--- config.mk ---
export PLATFORM = sky130hd
export DESIGN_NAME = seq_detect
export DESIGN_NICKNAME = d
export VERILOG_FILES = /design/src/rtl/seq_detect.sv
export SDC_FILE = /design/constraint.sdc
export NUM_CORES = 1
export LEC_CHECK = 0
export ABC_CLOCK_PERIOD_IN_PS = 2750
export CORE_AREA = 4 4 41 43
export DETAILED_ROUTE_END_ITERATION = 10
export DIE_AREA = 0 0 45 47
export GPL_ROUTABILITY_DRIVEN = 1
export PLACE_DENSITY_LB_ADDON = 0.08
export SETUP_SLACK_MARGIN = 0.4
export SYNTH_ARGS = -nofsm -noshare
export SYNTH_HDL_FRONTEND = slang
export SYNTH_SLANG_ARGS = --single-unit
--- constraint.sdc ---
create_clock -name clk -period 2.75 [get_ports clk]
set_clock_uncertainty 0.05 [all_clocks]
set_input_delay 0.275 -clock clk [delete_from_list [all_inputs] [get_ports clk]]
set_output_delay 0.275 -clock clk [all_outputs]
set_load 0.01 [all_outputs]
--- src/rtl/seq_detect.sv ---
//------------------------------------------------------------------------------
// Module      : seq_detect
// Description : Parametrised serial pattern detector with a registered match
//               pulse and an optional saturating match counter, built in when
//               SEQ_DETECT_COUNT_EN is defined.
// Revision    : 1.0 - initial release
//------------------------------------------------------------------------------
`default_nettype none

module seq_detect #(
  parameter int unsigned        PAT_LEN = 3,
  parameter logic [PAT_LEN-1:0] PATTERN = 3'b101,
  parameter int unsigned        CNT_W   = 8
) (
  input  logic             clk,
  input  logic             reset,
  input  logic             en,
  input  logic             x,
  input  logic             overlap,
  input  logic             count_clr,
  output logic             y,
  output logic [CNT_W-1:0] match_count
);

  localparam int unsigned          c_fill_w   = $clog2(PAT_LEN + 1);
  localparam logic [c_fill_w-1:0]  c_fill_max = c_fill_w'(PAT_LEN);
  localparam logic [c_fill_w-1:0]  c_fill_thr = c_fill_w'(PAT_LEN - 1);

  logic [PAT_LEN-1:0]  r_sr;
  logic [c_fill_w-1:0] r_fill;
  logic                r_y;

  logic [PAT_LEN-1:0]  w_nxt;
  logic                w_hit;
  logic [c_fill_w-1:0] w_fill_nxt;

  assign w_nxt = {r_sr[PAT_LEN-2:0], x};
  // The fill gate keeps reset-zeroed bits from ever completing a match.
  assign w_hit = en && (r_fill >= c_fill_thr) && (w_nxt == PATTERN);

  always_comb begin
    w_fill_nxt = r_fill;
    if (w_hit) begin
      w_fill_nxt = overlap ? c_fill_max : '0;
    end else if (r_fill != c_fill_max) begin
      w_fill_nxt = r_fill + 1'b1;
    end
  end

  always_ff @(posedge clk or posedge reset) begin
    if (reset) begin
      r_sr   <= '0;
      r_fill <= '0;
      r_y    <= 1'b0;
    end else if (en) begin
      r_sr   <= w_nxt;
      r_fill <= w_fill_nxt;
      r_y    <= w_hit;
    end else begin
      r_y    <= 1'b0;
    end
  end

  assign y = r_y;

`ifdef SEQ_DETECT_COUNT_EN
  localparam logic [CNT_W-1:0] c_cnt_one = CNT_W'(1);
  localparam logic [CNT_W-1:0] c_cnt_max = '1;

  logic [CNT_W-1:0] r_match_count;

  always_ff @(posedge clk or posedge reset) begin
    if (reset) begin
      r_match_count <= '0;
    end else if (count_clr) begin
      // A hit coincident with the clear is still counted.
      r_match_count <= w_hit ? c_cnt_one : '0;
    end else if (w_hit && (r_match_count != c_cnt_max)) begin
      r_match_count <= r_match_count + 1'b1;
    end
  end

  assign match_count = r_match_count;
`else
  logic w_unused_count_clr;

  assign w_unused_count_clr = count_clr;
  assign match_count        = '0;
`endif

endmodule

`default_nettype wire

==> flow_summary_export.csv <==
group,metric,value,unit
clock_tree,cts_hold_repair.buffers,0,
grt,antenna_found_initial,0,
floorplan,coreArea,1300,um2
power_and_ir_drop,power.density_cell_area,748,nW/um2
grt,grt_max_degree,9,
floorplan,initial_cell_density_of_the_core,27.8,%
power_and_ir_drop,cell_internal_pwr,0.000200,W
critical_path,crit_arrival,1.65,ns
status,run_status,"completed",
final_layout,layout.core_utilization,31.6,%
final_layout,flow.area_growth_from_synthesis,13.8,%
clock_tree,path_clk_slew,0.04,ns
min_path,hp-class,"in -> async",
placement,placement.io_buffers,5,
critical_path,crit_path_start_kind,"input pin",
grt,grt_pass1_wl,890,um
clock_tree,clock_root_buffer,"sky130_fd_sc_hd__clkbuf_4",
sta,maximum_clock_frequency,0.641,GHz
power_and_ir_drop,power_switching_share,35.0,%
critical_path,crit-reg2reg-launch,"r_fill[0]",
placement,dp_hpwl,464,um
critical_path,timing.critical_path.to_type,"flip-flop",
power_and_ir_drop,power_frac_clock,26.7,%
placement,placedCellCount,53,
clock_tree,clkSinkCount,5,
route,routed_via_density,4.09,
final_layout,drive_above_1_share,19.0,%
final_layout,layout.filler_cells,141,
synthesis,asyncSetResetFlopFracSynth,100,%
synthesis,yosysTopAreaCell,"sky130_fd_sc_hd__dfrtp_1",
placement,routabilityCongestion,0.543,
synthesis,netlist_area,362,um2
clock_tree,tritoncts.num_buffers,3,
floorplan,die-width,45,um
final_layout,antenna_cells_inserted,0,
sta,fin_crit,1.56,ns
route,drc,0,
clock_tree,post_cts.resized_instances,0,
critical_path,timing.rr.end,"r_fill[1]",
route,vias,233,
synthesis,synth.top_cell.area_share,34.6,%
sta,report.final.slew_viol_count,0,
synthesis,netlist-cell-type-count,19,
clock_tree,clk_latency,0.24,ns
final_layout,final_cell_count_no_fill,57,
synthesis,yosys-top-cells-area,"sky130_fd_sc_hd__dfrtp_1 (35%), sky130_fd_sc_hd__buf_4 (17%), sky130_fd_sc_hd__ha_1 (6.9%), sky130_fd_sc_hd__nand4b_4 (6.6%), sky130_fd_sc_hd__mux2_2 (6.2%)",
synthesis,postSynthRegisterBits,5,
route,drt-initial-drc-count,2,
clock_tree,tritoncts,"built",
power_and_ir_drop,power.net_switching,0.000108,W
sta,final_min_period_over_clock_period,56.7,%
floorplan,rows,13,
synthesis,synthesis.yosys.warnings,0,
critical_path,startpoint,"en",
route,totalWireLength,559,um
clock_tree,htree_levels,1,
clock_tree,cts-root-to-sink-buffers,2,
synthesis,ys_seq_area_share,34.6,%
power_and_ir_drop,peakVddDrop,0.310,mV
critical_path,reg2reg_depth,5,
synthesis,post_synth.cell_area_avg,10.3,um2
grt,global_route.overflow_total,0,
sta,rsz0062_at_grt,"no",
grt,groute.usage.overall,6.67,%
power_and_ir_drop,power_frac_seq,37.6,%
power_and_ir_drop,comb_power_share,35.7,%
clock_tree,post-cts-setup-buffers,0,
critical_path,critical_path_peak_fanout,8,
route,avgRoutedWirePerCell,9.81,um
sta,finalHoldViolCount,0,
floorplan,design.portCount,15,
run,count_of_maximum_capacitance_violations,0,
critical_path,critPathRequiredTime,2.84,ns
synthesis,post_synth_edffs,0,
synthesis,postSynthCellCount,35,
synthesis,dominant_synthesized_flop_cell,"sky130_fd_sc_hd__dfrtp_1",
route,ant_nets,0,
grt,grt_pass1_vias,230,
critical_path,setup.worst_path.end,"r_fill[1]",
sta,timing.final.setup_violations,0,
floorplan,die-area,2120,um2
floorplan,fp.dieH,47,um
route,detail_route.first_pass.iterations,2,
synthesis,most_numerous_cell_types_in_the_synthesized_netlist,"sky130_fd_sc_hd__buf_4 (8), sky130_fd_sc_hd__dfrtp_1 (5), sky130_fd_sc_hd__inv_1 (3)",
power_and_ir_drop,p_leak,0.196,nW
synthesis,post-synth-top-count-cell,"sky130_fd_sc_hd__buf_4",
critical_path,r2r_setup_slack,1.42,ns
final_layout,finish.net_count,51,
critical_path,criticalPathCategory,"in -> reg",
sta,setup-tns-final,0,ns
metal layers:
layer	share of wire, %	GRT usage, %
met1	46	7.62
met2	40	8.47
met3	11	3.45
met4	3.0	7.02
met5	0	0
area by class of cell:
class / count / area (um2) / area share [%]
clock buffer: 4 / 26.3 / 6.38
inverter: 3 / 11.3 / 2.74
multi-input combinational: 25 / 180 / 43.8
sequential: 5 / 125 / 30.4
tap: 15 / 18.8 / 4.56
timing repair buffer: 5 / 50.0 / 12.2
cells in the final DEF (no fill, tap or decap):
master | synthesis | final
sky130_fd_sc_hd__or3_4 | 1 | 1
sky130_fd_sc_hd__nand2_1 | 1 | 1
sky130_fd_sc_hd__nand3_1 | 1 | 1
sky130_fd_sc_hd__clkbuf_4 | 0 | 3
sky130_fd_sc_hd__o211ai_1 | 1 | 1
sky130_fd_sc_hd__nor3b_1 | 2 | 2
sky130_fd_sc_hd__o2111ai_1 | 1 | 1
sky130_fd_sc_hd__clkbuf_1 | 0 | 1
sky130_fd_sc_hd__o21ai_1 | 1 | 1
sky130_fd_sc_hd__clkdlybuf4s50_1 | 0 | 5
sky130_fd_sc_hd__conb_1 | 1 | 8
sky130_fd_sc_hd__ha_1 | 2 | 2
sky130_fd_sc_hd__nand4b_4 | 1 | 1
sky130_fd_sc_hd__o22ai_1 | 1 | 1
sky130_fd_sc_hd__nor2_2 | 1 | 1
sky130_fd_sc_hd__dfrtp_1 | 5 | 5
sky130_fd_sc_hd__mux2_2 | 2 | 2
sky130_fd_sc_hd__inv_1 | 3 | 3
sky130_fd_sc_hd__nor2_1 | 1 | 1
sky130_fd_sc_hd__and2_1 | 1 | 1
worst min path at each step:
stage          start   endpoint  slack [ns]  cells past startpoint
3_3_place_gp   reset          y        0.43                      2
6_report       reset          y        0.19                      2
2_1_floorplan  reset  r_fill[0]       0.004                      1
3_5_place_dp   reset    r_sr[1]        0.45                      2
4_1_cts        reset    r_sr[1]        0.18                      2
5_1_grt        reset          y        0.19                      2
power by group through the flow:
stage / logic, W / registers (W) / clock network [W]
after global routing: 0.000123 / 0.000119 / 0.0000941
after floorplan: 0.0000941 / 0.000113 / 0
after global placement: 0.000107 / 0.000115 / 0
after detailed placement: 0.000110 / 0.000116 / 0
after CTS: 0.000111 / 0.000115 / 0.0000879
final: 0.000110 / 0.000116 / 0.0000822
metrics by stage:
stage	hold slack (ns)	worst slack, ns	cell area, um2	total power, W
after global routing	0.191	1.13	412	0.000337
after floorplan	0.00352	1.51	388	0.000207
after detailed placement	0.446	0.953	385	0.000226
after CTS	0.183	1.20	412	0.000314
final	0.186	1.19	412	0.000308
after global placement	0.430	0.953	385	0.000222
critical path, stage by stage:
cell and delay [ns]:
sky130_fd_sc_hd__clkdlybuf4s50_1 0.66, sky130_fd_sc_hd__nand4b_4 0.17, sky130_fd_sc_hd__or3_4 0.42, sky130_fd_sc_hd__o2111ai_1 0.12
cells by family (layout without fill, tap and decap cells):
logic type      after synthesis  count (layout)  synth area share [%]
mux                           2               2                  6.23
flops                         5               5                  34.6
fa+ha+maj                     2               2                  6.92
other cells                   1               8                  1.04
simple gates                  9               9                  20.8
compound gates                4               4                  7.61
buf+inv                      12              12                  22.8
sequential cells by signal, indices dropped and copies added, names as in the netlist:
name and flops:
r_fill 2, r_sr 2, y 1
Note: power is estimated with default switching activity, not from simulation.
